$ cat config.mk
export PLATFORM = sky130hd
export DESIGN_NAME = ws2812_frame_driver_flat
export DESIGN_NICKNAME = d
export VERILOG_FILES = /design/src/rtl/ws2812_pkg.sv /design/src/rtl/ws2812_frame_driver_if.sv /design/src/rtl/ws2812_bit_encoder.sv /design/src/rtl/ws2812_frame_driver.sv /design/src/flat_wrapper.sv
export SDC_FILE = /design/constraint.sdc
export NUM_CORES = 1
export LEC_CHECK = 0
export BUFFER_PORTS_ARGS = -buffer_cell sky130_fd_sc_hd__buf_2
export CAP_MARGIN = 20
export CORE_MARGIN = 4
export CORE_UTILIZATION = 40
export CTS_BUF_LIST = sky130_fd_sc_hd__clkbuf_4 sky130_fd_sc_hd__clkbuf_8 sky130_fd_sc_hd__clkbuf_16
export DETAILED_ROUTE_END_ITERATION = 16
export HOLD_SLACK_MARGIN = 0.15
export PLACE_DENSITY = 0.71
export SYNTH_ARGS = -nofsm -noshare
export SYNTH_HDL_FRONTEND = slang
export SYNTH_HIERARCHICAL = 1
export SYNTH_SLANG_ARGS = --single-unit
$ cat constraint.sdc
create_clock -name clk -period 2.32 [get_ports clk]
set_input_delay 0.464 -clock clk [delete_from_list [all_inputs] [get_ports clk]]
set_output_delay 0.464 -clock clk [all_outputs]
set_load 0.01 [all_outputs]
$ cat src/rtl/ws2812_pkg.sv
// Shared state encoding, GRB word width and 50 MHz timing defaults for the
// WS2812 frame driver and its bit encoder.
package ws2812_pkg;

    typedef enum logic [1:0] {
        IDLE  = 2'd0,
        LOAD  = 2'd1,
        SEND  = 2'd2,
        LATCH = 2'd3
    } ws_state_e;

    localparam int GRB_WIDTH = 24;

    localparam int DEF_MAX_POS      = 109;
    localparam int DEF_BIT_CYCLES   = 62;
    localparam int DEF_T1H_CYCLES   = 40;
    localparam int DEF_T0H_CYCLES   = 20;
    localparam int DEF_LATCH_CYCLES = 15000;

    // $clog2(1) is 0, which would give a zero-width counter for a one-LED chain.
    function automatic int cnt_width(input int n);
        return (n > 1) ? $clog2(n) : 1;
    endfunction

endpackage

$ cat src/rtl/ws2812_frame_driver_if.sv
// Link between the screen manager (master) and the WS2812 frame driver (slave):
// frame request, LED index, GRB intensities and the strip-side outputs.
interface ws2812_frame_driver_if
    import ws2812_pkg::*;
#(
    parameter int MAX_POS = DEF_MAX_POS
);
    localparam int LED_W = cnt_width(MAX_POS);

    logic             start;
    logic [LED_W-1:0] led_number;
    logic [7:0]       i_red_intensity;
    logic [7:0]       i_green_intensity;
    logic [7:0]       i_blue_intensity;
    logic             dout;
    logic             busy;
    logic             frame_done;

    modport master (
        output start, i_red_intensity, i_green_intensity, i_blue_intensity,
        input  led_number, dout, busy, frame_done
    );

    modport slave (
        input  start, i_red_intensity, i_green_intensity, i_blue_intensity,
        output led_number, dout, busy, frame_done
    );

endinterface

$ cat src/rtl/ws2812_bit_encoder.sv
// NRZ bit cell generator: a `go` strobe starts one BIT_CYCLES-long cell whose
// high phase is T1H_CYCLES or T0H_CYCLES; `bit_done` marks the cell's last clock.
module ws2812_bit_encoder
    import ws2812_pkg::*;
#(
    parameter int BIT_CYCLES = DEF_BIT_CYCLES,
    parameter int T1H_CYCLES = DEF_T1H_CYCLES,
    parameter int T0H_CYCLES = DEF_T0H_CYCLES
) (
    input  logic clk,
    input  logic rst,
    input  logic go,
    input  logic bit_value,
    output logic dout,
    output logic bit_done
);
    localparam int               CNT_W    = cnt_width(BIT_CYCLES);
    localparam logic [CNT_W-1:0] LAST_CNT = CNT_W'(BIT_CYCLES - 1);
    localparam logic [CNT_W-1:0] T1H      = CNT_W'(T1H_CYCLES);
    localparam logic [CNT_W-1:0] T0H      = CNT_W'(T0H_CYCLES);

    logic [CNT_W-1:0] cnt;
    logic [CNT_W-1:0] cnt_inc;
    logic             active;
    logic             bit_q;

    assign cnt_inc  = cnt + 1'b1;
    assign bit_done = active && (cnt == LAST_CNT);

    // NOTE: state registers use non-blocking assignments so every flop samples
    // pre-edge values; blocking here would create order-dependent simulation.
    always_ff @(posedge clk or posedge rst) begin
        if (rst) begin
            cnt    <= '0;
            active <= 1'b0;
            bit_q  <= 1'b0;
            dout   <= 1'b0;
        end else if (go) begin
            cnt    <= '0;
            active <= 1'b1;
            bit_q  <= bit_value;
            dout   <= (bit_value ? T1H : T0H) != '0;
        end else if (bit_done) begin
            cnt    <= '0;
            active <= 1'b0;
            dout   <= 1'b0;
        end else if (active) begin
            cnt    <= cnt_inc;
            dout   <= cnt_inc < (bit_q ? T1H : T0H);
        end
    end

endmodule

$ cat src/rtl/ws2812_frame_driver.sv
// WS2812 frame driver: walks led_number over the chain, captures GRB per LED and
// shifts it out MSB-first, then holds a latch gap. Build option WS_AUTO_REFRESH_EN
// makes the latch gap roll straight into the next frame.
module ws2812_frame_driver
    import ws2812_pkg::*;
#(
    parameter int MAX_POS      = DEF_MAX_POS,
    parameter int BIT_CYCLES   = DEF_BIT_CYCLES,
    parameter int T1H_CYCLES   = DEF_T1H_CYCLES,
    parameter int T0H_CYCLES   = DEF_T0H_CYCLES,
    parameter int LATCH_CYCLES = DEF_LATCH_CYCLES
) (
    input  logic                        clk,
    input  logic                        rst,
    ws2812_frame_driver_if.slave        bus
);
    localparam int               LED_W      = cnt_width(MAX_POS);
    localparam int               LAT_W      = cnt_width(LATCH_CYCLES);
    localparam logic [LED_W-1:0] LED_LAST   = LED_W'(MAX_POS - 1);
    localparam logic [LAT_W-1:0] LATCH_LAST = LAT_W'(LATCH_CYCLES - 1);
    localparam logic [4:0]       BIT_LAST   = 5'(GRB_WIDTH - 1);

    if (!(T0H_CYCLES < T1H_CYCLES && T1H_CYCLES < BIT_CYCLES)) begin : g_bad_timing
        $error("ws2812_frame_driver: T0H_CYCLES < T1H_CYCLES < BIT_CYCLES violated");
    end
    if (MAX_POS < 1) begin : g_bad_max_pos
        $error("ws2812_frame_driver: MAX_POS must be at least 1");
    end

    ws_state_e            state, state_d;
    logic [GRB_WIDTH-1:0] shreg, shreg_d;
    logic [4:0]           bit_idx, bit_idx_d;
    logic [LED_W-1:0]     led_q, led_d;
    logic [LAT_W-1:0]     lcnt, lcnt_d;
    logic                 busy_q, busy_d;
    logic                 done_q, done_d;
    logic                 go, go_bit, bit_done, enc_dout;

    ws2812_bit_encoder #(
        .BIT_CYCLES (BIT_CYCLES),
        .T1H_CYCLES (T1H_CYCLES),
        .T0H_CYCLES (T0H_CYCLES)
    ) u_enc (
        .clk       (clk),
        .rst       (rst),
        .go        (go),
        .bit_value (go_bit),
        .dout      (enc_dout),
        .bit_done  (bit_done)
    );

    // NOTE: every signal gets a default before the case so no path leaves one
    // unassigned, which would otherwise infer a latch.
    always_comb begin
        state_d   = state;
        shreg_d   = shreg;
        bit_idx_d = bit_idx;
        led_d     = led_q;
        lcnt_d    = lcnt;
        go        = 1'b0;
        go_bit    = 1'b0;
        unique case (state)
            IDLE: begin
                if (bus.start) state_d = LOAD;
            end
            LOAD: begin
                shreg_d   = {bus.i_green_intensity, bus.i_red_intensity, bus.i_blue_intensity};
                bit_idx_d = '0;
                go        = 1'b1;
                go_bit    = bus.i_green_intensity[7];
                state_d   = SEND;
            end
            SEND: begin
                if (bit_done) begin
                    shreg_d = shreg << 1;
                    if (bit_idx == BIT_LAST) begin
                        if (led_q == LED_LAST) begin
                            lcnt_d  = '0;
                            state_d = LATCH;
                        end else begin
                            led_d   = led_q + 1'b1;
                            state_d = LOAD;
                        end
                    end else begin
                        // The next bit starts on the same edge, so bit cells abut.
                        bit_idx_d = bit_idx + 5'd1;
                        go        = 1'b1;
                        go_bit    = shreg[GRB_WIDTH-2];
                    end
                end
            end
            LATCH: begin
                if (lcnt == LATCH_LAST) begin
                    led_d  = '0;
                    lcnt_d = '0;
`ifdef WS_AUTO_REFRESH_EN
                    state_d = LOAD;
`else
                    state_d = IDLE;
`endif
                end else begin
                    lcnt_d = lcnt + 1'b1;
                end
            end
            default: state_d = IDLE;
        endcase

        // Status outputs are registered from next-state values to stay glitch-free.
        busy_d = (state_d != IDLE);
        done_d = (state_d == LATCH) && (lcnt_d == LATCH_LAST);
    end

    always_ff @(posedge clk or posedge rst) begin
        if (rst) begin
            state   <= IDLE;
            shreg   <= '0;
            bit_idx <= '0;
            led_q   <= '0;
            lcnt    <= '0;
            busy_q  <= 1'b0;
            done_q  <= 1'b0;
        end else begin
            state   <= state_d;
            shreg   <= shreg_d;
            bit_idx <= bit_idx_d;
            led_q   <= led_d;
            lcnt    <= lcnt_d;
            busy_q  <= busy_d;
            done_q  <= done_d;
        end
    end

    assign bus.led_number = led_q;
    assign bus.dout       = enc_dout;
    assign bus.busy       = busy_q;
    assign bus.frame_done = done_q;

endmodule
$ cat src/flat_wrapper.sv
// flat-port wrapper written by rule: the top's interface ports become plain ports
module ws2812_frame_driver_flat import ws2812_pkg::*;
#(
    parameter int MAX_POS      = DEF_MAX_POS,
    parameter int BIT_CYCLES   = DEF_BIT_CYCLES,
    parameter int T1H_CYCLES   = DEF_T1H_CYCLES,
    parameter int T0H_CYCLES   = DEF_T0H_CYCLES,
    parameter int LATCH_CYCLES = DEF_LATCH_CYCLES
)
  (clk, rst, bus_start, bus_i_red_intensity, bus_i_green_intensity, bus_i_blue_intensity, bus_led_number, bus_dout, bus_busy, bus_frame_done);
  ws2812_frame_driver_if #(.MAX_POS(MAX_POS)) bus_i ();
  input  logic clk;
  input  logic rst;
  input wire logic [$bits(bus_i.start)-1:0] bus_start;
  input wire logic [$bits(bus_i.i_red_intensity)-1:0] bus_i_red_intensity;
  input wire logic [$bits(bus_i.i_green_intensity)-1:0] bus_i_green_intensity;
  input wire logic [$bits(bus_i.i_blue_intensity)-1:0] bus_i_blue_intensity;
  output wire logic [$bits(bus_i.led_number)-1:0] bus_led_number;
  output wire logic [$bits(bus_i.dout)-1:0] bus_dout;
  output wire logic [$bits(bus_i.busy)-1:0] bus_busy;
  output wire logic [$bits(bus_i.frame_done)-1:0] bus_frame_done;
  assign bus_i.start = bus_start;
  assign bus_i.i_red_intensity = bus_i_red_intensity;
  assign bus_i.i_green_intensity = bus_i_green_intensity;
  assign bus_i.i_blue_intensity = bus_i_blue_intensity;
  assign bus_led_number = bus_i.led_number;
  assign bus_dout = bus_i.dout;
  assign bus_busy = bus_i.busy;
  assign bus_frame_done = bus_i.frame_done;
  ws2812_frame_driver #(.MAX_POS(MAX_POS), .BIT_CYCLES(BIT_CYCLES), .T1H_CYCLES(T1H_CYCLES), .T0H_CYCLES(T0H_CYCLES), .LATCH_CYCLES(LATCH_CYCLES)) u_core (.clk(clk), .rst(rst), .bus(bus_i));
endmodule
==> reports/results.tsv, run 1 <==
metric	value	unit
fmax	437	MHz
finClkSkew	0.0112	ns
outcome	complete, no violations	
avgViaCountPerCell	5.30	
rrSetupSlack	0.03	ns
place_inst	537	
cellInternalPower	1.66	mW
tritoncts	built	
slew_headroom	65.7	%
arrival	2.54	ns
grt_use_total	16.4	%
htree_levels	3	
finalWeightedCongestion	0.900	
port_buffers	36	
power_frac_comb	2.4	%
layout.nets	490	
antenna_found_initial	0	
syn-num-nets	404	
cts.sink_count	62	
grt_setup_unrepaired	yes	
syn_inst	364	
syn_area_per_cell	9.51	µm²
layout_commonest_cell	dfrtp_1	
dpl-instance-area	4090	µm²
yosys_most_used_dff	dfrtp_1	
antenna_cells	0	
synth_seq_cells	62	
ys_warn_count	6	
final_cells	559	
synth_enable_flop_cells	0	
fin_area	4360	µm²
start_util	41.7	%
r2r_end	u_core/bus.frame_done$_DFF_PP0_	
clockRootBuffer	clkbuf_8	
powerDensity	483	nW/µm²
ir_worst_vdd	0.000278	V
crit_end	u_core/bus.frame_done$_DFF_PP0_	
pin_count	37	
first_global_vias	2914	
grt_pass1_wl	13.4	mm
worst_slew_pin_slew	0.511	ns
worstHoldPathType	primary input to flip-flop	
drt.antenna.violating_nets	0	
maxCapViolCount	0	
setup_violations	0	
clk_pin_slew_worst_paths	0.07	ns
drt_iter0_drc	169	
hold_viol	0	
coreArea	8300	µm²
synth_cell_types	56	
syn2layout_area_growth	25.8	%
worstPathRequired	2.58	ns
cp_max_fo	9	
seq_area_frac_synth	44.8	%
firstDrtPassIters	4	
cts_buffers	9	
insertion_delay	0.33	ns
fin_crit_sh	98.6	%
dieHeight	101	µm
slew_violations	0	
vias	2965	
chipWidth	101	µm
period_minus_slack	2.29	ns
num_rows	33	
p_sw	0.439	mW
r2r_cells	8	
startpoint	u_core/lcnt[5]$_DFF_PP0_	
synthArstFlopShare	100	%
die_area	10200	µm²
p_leak	2.27	nW
p_seq_share	51.4	%
drc	0	
grt_max_degree	46	
critical_path_class	flip-flop to flip-flop	
cts.path.max_buffers	2	
cp-end-kind	flip-flop	
whs	0.360	ns
r2r-start	u_core/lcnt[5]$_DFF_PP0_	
crit_path_start_kind	flip-flop	
syn_area	3460	µm²
dp_hpwl	5.75	mm
grt.overflow.total	0	
routed_wl	7.84	mm
clockPowerShare	46.2	%
final_cell_mix	dfrtp_1, nand2_1, buf_4	
drive_above_1_share	26.0	%
wire_per_inst	14.0	µm
swShare	20.9	%
## metrics by stage
step | total power [mW] | util [%] | TNS (ns) | setup slack (ns)
2_1_floorplan | 1.12 | - | 0 | 0.0473
3_3_place_gp | 1.15 | 49.2 | -0.00930 | -0.00930
3_5_place_dp | 1.15 | 49.2 | -0.0594 | -0.0594
4_1_cts | 2.14 | 52.1 | 0 | 0.0148
5_1_grt | 2.19 | 52.5 | -0.157 | -0.0523
6_report | 2.10 | 52.5 | 0 | 0.0333
## flip-flops by register name (all words and copies together) (netlist names)
register               flops
u_core/bit_idx             5
u_core/bus.led_number      7
u_core/u_enc/dout          1
u_core/u_enc/bit_q         1
u_core/bus.frame_done      1
u_core/lcnt               14
u_core/bus.busy            1
u_core/u_enc/cnt           6
u_core/shreg              23
u_core/u_enc/active        1
u_core/state               2
## cells in the mapped netlist (3+ instances only)
master / count / area [µm²]
dfrtp_1: 62 / 1550
nand2_1: 52 / 195
o21ai_0: 34 / 170
mux2i_1: 24 / 240
nor2_1: 21 / 78.8
a21oi_1: 16 / 80.1
nand4_1: 14 / 87.6
ha_1: 13 / 163
nand3_1: 12 / 60.1
xor2_1: 9 / 78.8
clkbuf_1: 8 / 30.0
inv_1: 8 / 30.0
nor2b_1: 8 / 50.1
o21ai_1: 7 / 35.0
and3_1: 6 / 37.5
nand2b_1: 6 / 37.5
nor3_1: 6 / 30.0
a22o_1: 5 / 43.8
buf_1: 3 / 11.3
nand3b_1: 3 / 22.5
nor4_1: 3 / 18.8
xnor2_1: 3 / 26.3
## worst min path at each step
| stage | start | end | slack [ns] | cells after the start |
|---|---|---|---|---|
| final | bus_i_blue_intensity[0] | u_core/shreg[0]$_DFFE_PP0P_ | 0.36 | 2 |
| after global routing | bus_i_blue_intensity[0] | u_core/shreg[0]$_DFFE_PP0P_ | 0.36 | 2 |
| after CTS | bus_i_blue_intensity[0] | u_core/shreg[0]$_DFFE_PP0P_ | 0.34 | 2 |
| after detailed placement | rst | u_core/u_enc/cnt[2]$_DFFE_PP0P_ | 0.47 | 2 |
| after global placement | u_core/shreg[17]$_DFFE_PP0P_ | u_core/shreg[17]$_DFFE_PP0P_ | 0.46 | 2 |
| after floorplan | rst | u_core/u_enc/active$_DFFE_PP0P_ | 0.29 | 1 |
## critical path, stage by stage, from the launching register on
cell and delay, ns:
dfrtp_1 0.38, or4b_4 0.56, o41ai_4 0.41, buf_4 0.22
o21ai_1 0.08, a21o_1 0.19, nor2_1 0.11, nand4_1 0.11
nor3_2 0.16
## kinds of logic after synthesis
logic type                 synth area share [%]
AOI/OAI and AO/OA                          16.4
xor gates and xnor gates                   3.04
adders and majority gates                  4.70
buffers and inverters                      2.75
DFF                                        44.8
muxes                                      7.26
and+or+nand+nor                            21.1
## power groups by stage
stage / clock network, mW / logic [mW] / registers [mW]
floorplan: 0 / 0.0173 / 1.10
global placement: 0 / 0.0510 / 1.10
detailed placement: 0 / 0.0520 / 1.10
CTS: 1.00 / 0.0532 / 1.08
global route: 1.05 / 0.0590 / 1.08
finish: 0.971 / 0.0506 / 1.08
## routing by layer
layer  vias up  wire, µm  global-route usage, %
met5         -         0                      0
met4         0       137                   6.85
met3        10       292                   2.77
met2        66      3660                   25.8
met1      1409      3750                   22.5
li1       1480         -                      -
## final cells by class
class / instances / area (µm²)
clock inverter: 3 / 43.8
sequential: 62 / 1550
multi-input combinational: 280 / 1830
tap: 105 / 131
clock buffer: 12 / 159
timing repair buffer: 89 / 613
inverter: 8 / 30.0
fill: 773 / 3940
## what timing repair did
item                                   CTS  global route
setup endpoints to repair                6             6
endpoints found under the hold margin   28             0
setup buffers                            3             3
resized for setup                        2             2
hold buffers                             1             0
pin swaps                                2             4
Power figures use the tool's default switching activity.
==> inputs of run 2 (changes only) <==
--- a/config.mk
+++ b/config.mk
@@ -13,7 +13,6 @@
 export DETAILED_ROUTE_END_ITERATION = 16
 export HOLD_SLACK_MARGIN = 0.15
-export PLACE_DENSITY = 0.71
+export PLACE_DENSITY = 0.69
 export SYNTH_ARGS = -nofsm -noshare
 export SYNTH_HDL_FRONTEND = slang
-export SYNTH_HIERARCHICAL = 1
 export SYNTH_SLANG_ARGS = --single-unit
==> constraint.sdc (replaced) <==
create_clock -name clk -period 2.5 [get_ports clk]
set_input_delay 0.5 -clock clk [delete_from_list [all_inputs] [get_ports clk]]
set_output_delay 0.5 -clock clk [all_outputs]
set_load 0.005 [all_outputs]
==> run 2 against run 1 <==
  * Power shrank 7.8%
  * Sequential share of layout area increased by 1.1 points
  * Worst hold slack lost 0.15 ns
  * Clock power down 8.9%
  * Critical path depth rose by 1
  * Sequential power decreased by 7%
  * Clock-buffer cell count decreased by 3
  * Global-route usage down 0.38 points
  * Non-clock buffer count is 13 lower
  * Via count down 0.17%
  * Clock skew grew 0.0026 ns
  * Largest cell class unchanged
  * Largest power group unchanged
  * Highest routed layer unchanged
==> reports/results.tsv, run 2 <==
metric	value	unit
coreArea	8260	µm²
firstDrtPassIters	4	
drt.antenna.violating_nets	0	
clockRootBuffer	clkbuf_8	
regArea	1550	µm²
r2r_cells	9	
ys_warn_count	0	
finalWeightedCongestion	0.852	
synth_enable_flop_cells	0	
syn-num-nets	409	
powerDensity	458	nW/µm²
hold_viol	0	
finClkSkew	0.0138	ns
startpoint	u_core.bit_idx[1]$_DFFE_PP0P_	
cp-end-kind	flip-flop	
slew_violations	0	
syn2layout_area_growth	23.4	%
avgViaCountPerCell	5.39	
grt_setup_unrepaired	yes	
routed_wl	8.04	mm
maxCapViolCount	0	
drt_iter0_drc	164	
crit_path_start_kind	flip-flop	
syn_area_per_cell	9.29	µm²
first_global_vias	2806	
rrSetupSlack	0.04	ns
fin_crit_sh	98.4	%
yosys_most_used_dff	dfrtp_1	
period_minus_slack	2.46	ns
final_cells	549	
port_buffers	36	
synthArstFlopShare	100	%
worstHoldPathType	primary input to asynchronous set/reset pin	
grt_max_degree	46	
multi_input_area	1810	µm²
r2r_end	u_core.bus.frame_done$_DFF_PP0_	
cts.path.max_buffers	2	
cellInternalPower	1.49	mW
cts.sink_count	62	
p_sw	0.454	mW
seq_area_frac_synth	45.3	%
drive_above_1_share	25.5	%
synth_seq_cells	62	
arrival	2.71	ns
chipWidth	101	µm
synth_most_common_cell	dfrtp_1	
setup_violations	0	
layout_commonest_cell	dfrtp_1	
regMostFlops	u_core.shreg	
synthTopCellsByArea	dfrtp_1, o21ai_0, mux2i_1	
synth_cell_types	52	
cts_buffers	9	
cp_max_fo	9	
grt_pass1_wl	13.1	mm
tritoncts	built	
setup_tns	0	ns
p_seq_share	51.7	%
worst_slew_pin_slew	0.512	ns
critical_path_class	flip-flop to flip-flop	
slew_headroom	65.9	%
place_inst	524	
grt.overflow.total	0	
dieHeight	101	µm
synth_top_area_share	45.3	%
syn_inst	369	
grt_use_total	16.0	%
ir_worst_vdd	0.000278	V
outcome	complete, no violations	
largest_register_ff_count	23	
layout.nets	479	
fin_util	51.2	%
antenna_cells	0	
vias	2960	
final_cell_mix	dfrtp_1, nand2_1, o21ai_0	
die_area	10100	µm²
htree_levels	3	
p_leak	1.97	nW
fmax	407	MHz
pin_count	37	
worstPathRequired	2.75	ns
antenna_found_initial	0	
wire_per_inst	14.6	µm
nFillCells	791	
dp_hpwl	5.57	mm
num_rows	33	
synth_commonest_cells	dfrtp_1, nand2_1, o21ai_0	
start_util	41.5	%
r2r-start	u_core.bit_idx[1]$_DFFE_PP0P_	
yosys.area.top_type	dfrtp_1	
drc	0	
clk_pin_slew_worst_paths	0.08	ns
finalWorstSetupSlack	0.0406	ns
pre_cts_slack	-0.0666	ns
insertion_delay	0.35	ns
syn_area	3430	µm²
swShare	23.4	%
clockPowerShare	45.6	%
power_frac_comb	2.7	%
postCtsHoldBufs	0	
crit_end	u_core.bus.frame_done$_DFF_PP0_	
run 2: changes by cell type in the layout (fill, tap and decap cells not counted), moves of 6 or more:
| cell | previous run | this run |
|---|---|---|
| o21ai_0 | 34 | 50 |
| inv_1 | 7 | 13 |
| buf_4 | 48 | 38 |
| nor2b_1 | 8 | 0 |
run 2: area by class of cell:
type | count | share of cell area [%]
clock buffers | 9 | 2.93
multi-input cells | 276 | 42.7
inverters | 14 | 1.24
well taps | 105 | 3.10
repair buffers | 76 | 11.5
flip-flops and latches | 62 | 36.7
clock inverters | 7 | 1.77
run 2: worst min-delay path by stage:
stage,from,endpoint,slack [ns]
after detailed placement,u_core.shreg[19]$_DFFE_PP0P_,u_core.shreg[19]$_DFFE_PP0P_,0.47
after CTS,rst,u_core.lcnt[3]$_DFF_PP0_,0.22
after floorplan,u_core.shreg[10]$_DFFE_PP0P_,u_core.shreg[10]$_DFFE_PP0P_,0.45
final,rst,u_core.lcnt[3]$_DFF_PP0_,0.21
after global placement,u_core.shreg[15]$_DFFE_PP0P_,u_core.shreg[15]$_DFFE_PP0P_,0.46
after global routing,rst,u_core.lcnt[3]$_DFF_PP0_,0.24
run 2: power by group through the flow:
stage / sequential (mW) / clock [mW] / combinational (mW)
finish: 1.00 / 0.885 / 0.0521
global route: 1.00 / 0.952 / 0.0606
CTS: 1.00 / 0.905 / 0.0546
detailed placement: 1.02 / 0 / 0.0543
global placement: 1.02 / 0 / 0.0536
floorplan: 1.02 / 0 / 0.0234
run 2: cell families after synthesis:
logic type      count (synthesis)  share of synthesized area (%)
compound gates                 98                           17.9
xor+xnor                        8                           2.04
fa+ha+maj                      13                           4.74
buf+inv                        31                           3.83
flops                          62                           45.3
mux                            25                           7.34
simple gates                  132                           18.9
run 2: critical path, cell delays in order (launching register included):
cell	delay, ns
dfrtp_1	0.38
ha_2	0.21
nand4b_1	0.21
nor4_4	0.40
a21boi_4	0.13
buf_6	0.16
o21ai_1	0.12
o21ai_1	0.09
or4b_4	0.52
nor4_2	0.14
run 2: what timing repair did:
| action | in CTS | in global routing |
|---|---|---|
| setup buffers | 0 | 9 |
| pin swaps | 0 | 7 |
| endpoints found under the setup margin | 1 | 1 |
| gates resized for setup | 2 | 16 |
| cloned | 0 | 0 |
run 2: layer usage:
metal	vias to the layer above	global-route usage, %	part of all wire [%]
li1	1456	-	-
met1	1421	21.1	45
met2	73	25.0	48
met3	10	4.50	5.3
met4	0	6.53	1.2
met5	-	0	0
run 2: through the flow:
| step | hold WS, ns | cell area [µm²] | total power, mW |
|---|---|---|---|
| 6_report | 0.207 | 4230 | 1.94 |
| 5_1_grt | 0.242 | 4230 | 2.01 |
| 3_5_place_dp | 0.471 | 3900 | 1.08 |
| 4_1_cts | 0.217 | 4110 | 1.96 |
| 3_3_place_gp | 0.462 | 3900 | 1.08 |
| 2_1_floorplan | 0.450 | 3430 | 1.05 |
==> inputs of run 3 (changes only) <==
Settings changed: SLEW_MARGIN from default to 20, SYNTH_HIERARCHICAL from default to 1.
Clock period 2.5 ns to 2.3 ns, I/O delays scaled along.
==> run 3 against run 2 <==
  * Flip-flop and latch count unchanged
  * First-iteration DRC count up 12%
  * Wire length up 3.6%
  * Largest power group unchanged
  * Critical endpoint is now u_core/bus.frame_done$_DFF_PP0_
  * Power up 12%
  * Largest cell class unchanged
  * Critical path type unchanged
==> reports/results.tsv, run 3 (synthesis results as in run 1) <==
metric	value	unit
crit_path_start_kind	flip-flop	
period_minus_slack	2.26	ns
drt.antenna.violating_nets	0	
dieHeight	101	µm
layout_commonest_cell	dfrtp_1	
syn2layout_area_growth	24.4	%
insertion_delay	0.35	ns
start_util	41.7	%
place_inst	534	
cp-end-kind	flip-flop	
slew_headroom	66.4	%
cp_max_fo	6	
antenna_cells	0	
final_cell_mix	dfrtp_1, nand2_1, buf_4	
cts_buffers	9	
first_global_vias	2968	
whs	0.366	ns
clockRootBuffer	clkbuf_8	
worstHoldPathType	primary input to flip-flop	
path_cells	or4b_4, o41a_1, and2_1, mux2_4, o21a_1, nand4_1, nor3_2	
grt_pass1_wl	14.0	mm
drc	0	
wire_per_inst	15.0	µm
largest_register_ff_count	23	
powerDensity	502	nW/µm²
fin_crit_sh	98.4	%
setup_violations	0	
p_leak	2.23	nW
clk_pin_slew_worst_paths	0.08	ns
antenna_found_initial	0	
htree_levels	3	
grt_max_degree	46	
fmax	442	MHz
coreArea	8300	µm²
ir_worst_vdd	0.000326	V
drive_above_1_share	25.6	%
regMostFlops	u_core/shreg	
layout.nets	484	
pin_count	37	
port_buffers	36	
finClkSkew	0.0122	ns
routed_wl	8.33	mm
critical_path_class	flip-flop to flip-flop	
path_buf_inv	0	
arrival	2.48	ns
tritoncts	built	
final_cells	554	
cts.sink_count	62	
worstPathRequired	2.52	ns
grt_setup_unrepaired	yes	
finalWeightedCongestion	0.951	
slew_violations	0	
cts.path.max_buffers	2	
critPathTopFamily	simple AND/OR/NAND/NOR gates	
drt_iter0_drc	183	
avgViaCountPerCell	5.44	
maxCapViolCount	0	
firstDrtPassIters	5	
num_rows	33	
grt.overflow.total	0	
hold_viol	0	
critPathMaxStageDelay	0.56	ns
worst_slew_pin_slew	0.503	ns
dp_hpwl	5.93	mm
slowest_stage	or4b_4	
die_area	10200	µm²
outcome	complete, no violations	
grt_use_total	17.2	%
vias	3015	
chipWidth	101	µm
run 3: where the power goes:
| group | total [mW] | internal, mW | switching, mW | leakage [nW] |
|---|---|---|---|---|
| registers | 1.09 | 1.09 | 0 | 0.734 |
| clock network | 1.02 | 0.517 | 0.508 | 0.103 |
| logic | 0.0507 | 0.0202 | 0.0305 | 1.39 |
run 3: path summary, 6_finish.rpt:
| kind | from | to | slack [ns] | depth (start not counted) |
|---|---|---|---|---|
| hold reg to reg | u_core/shreg[20]$_DFFE_PP0P_ | u_core/shreg[20]$_DFFE_PP0P_ | 0.49 | 2 |
| setup / recovery | u_core/lcnt[3]$_DFF_PP0_ | u_core/bus.frame_done$_DFF_PP0_ | 0.04 | 7 |
| min in group asynchronous | rst | u_core/u_enc/active$_DFFE_PP0P_ | 0.62 | 3 |
| setup reg to reg | u_core/lcnt[3]$_DFF_PP0_ | u_core/bus.frame_done$_DFF_PP0_ | 0.04 | 7 |
| hold / removal | bus_i_blue_intensity[0] | u_core/shreg[0]$_DFFE_PP0P_ | 0.37 | 2 |
| max in group asynchronous | rst | u_core/shreg[0]$_DFFE_PP0P_ | 0.96 | 4 |
run 3: per-layer routing:
metal  track usage [%]  wire (µm)  vias to the layer above
li1                  -          -                     1471
met1              22.6       3790                     1438
met3              4.98        459                       12
met4              5.11        134                        0
met2              27.4       3950                       94
met5                 0          0                        -
run 3: stage by stage:
stage	setup TNS (ns)	power, mW	utilization [%]	cell area, µm²	worst slack (ns)
3_5_place_dp	-0.0599	1.16	48.8	4050	-0.0552
2_1_floorplan	0	1.13	-	3460	0.0273
5_1_grt	-0.141	2.23	51.9	4310	-0.0485
6_report	0	2.16	51.9	4310	0.0358
3_3_place_gp	0	1.16	48.8	4050	0.00745
4_1_cts	-0.0298	2.19	51.4	4270	-0.0298
run 3: timing repair:
action / 4_1_cts / 5_1_grt
gates resized for setup: 1 / 8
pin swaps: 1 / 8
hold buffers: 1 / 0
endpoints found under the setup margin: 4 / 8
buffers inserted: 0 / 3
hold endpoints to repair: 20 / 0
run 3: worst reg2reg max path: cells and delay by family, from the launching register on:
kind	cells	cell delay, ns
and+or+nand+nor	4	0.94
AOI/OAI and AO/OA	2	0.54
DFF	1	0.38
muxes	1	0.28
run 3: final cells by class:
class | instances | area, µm²
well taps | 105 | 131
clock buffers | 9 | 124
fillers | 756 | 3990
flip-flops and latches | 62 | 1550
repair buffers | 83 | 556
inverters | 8 | 30.0
clock inverters | 7 | 80.1
multi-input cells | 280 | 1830
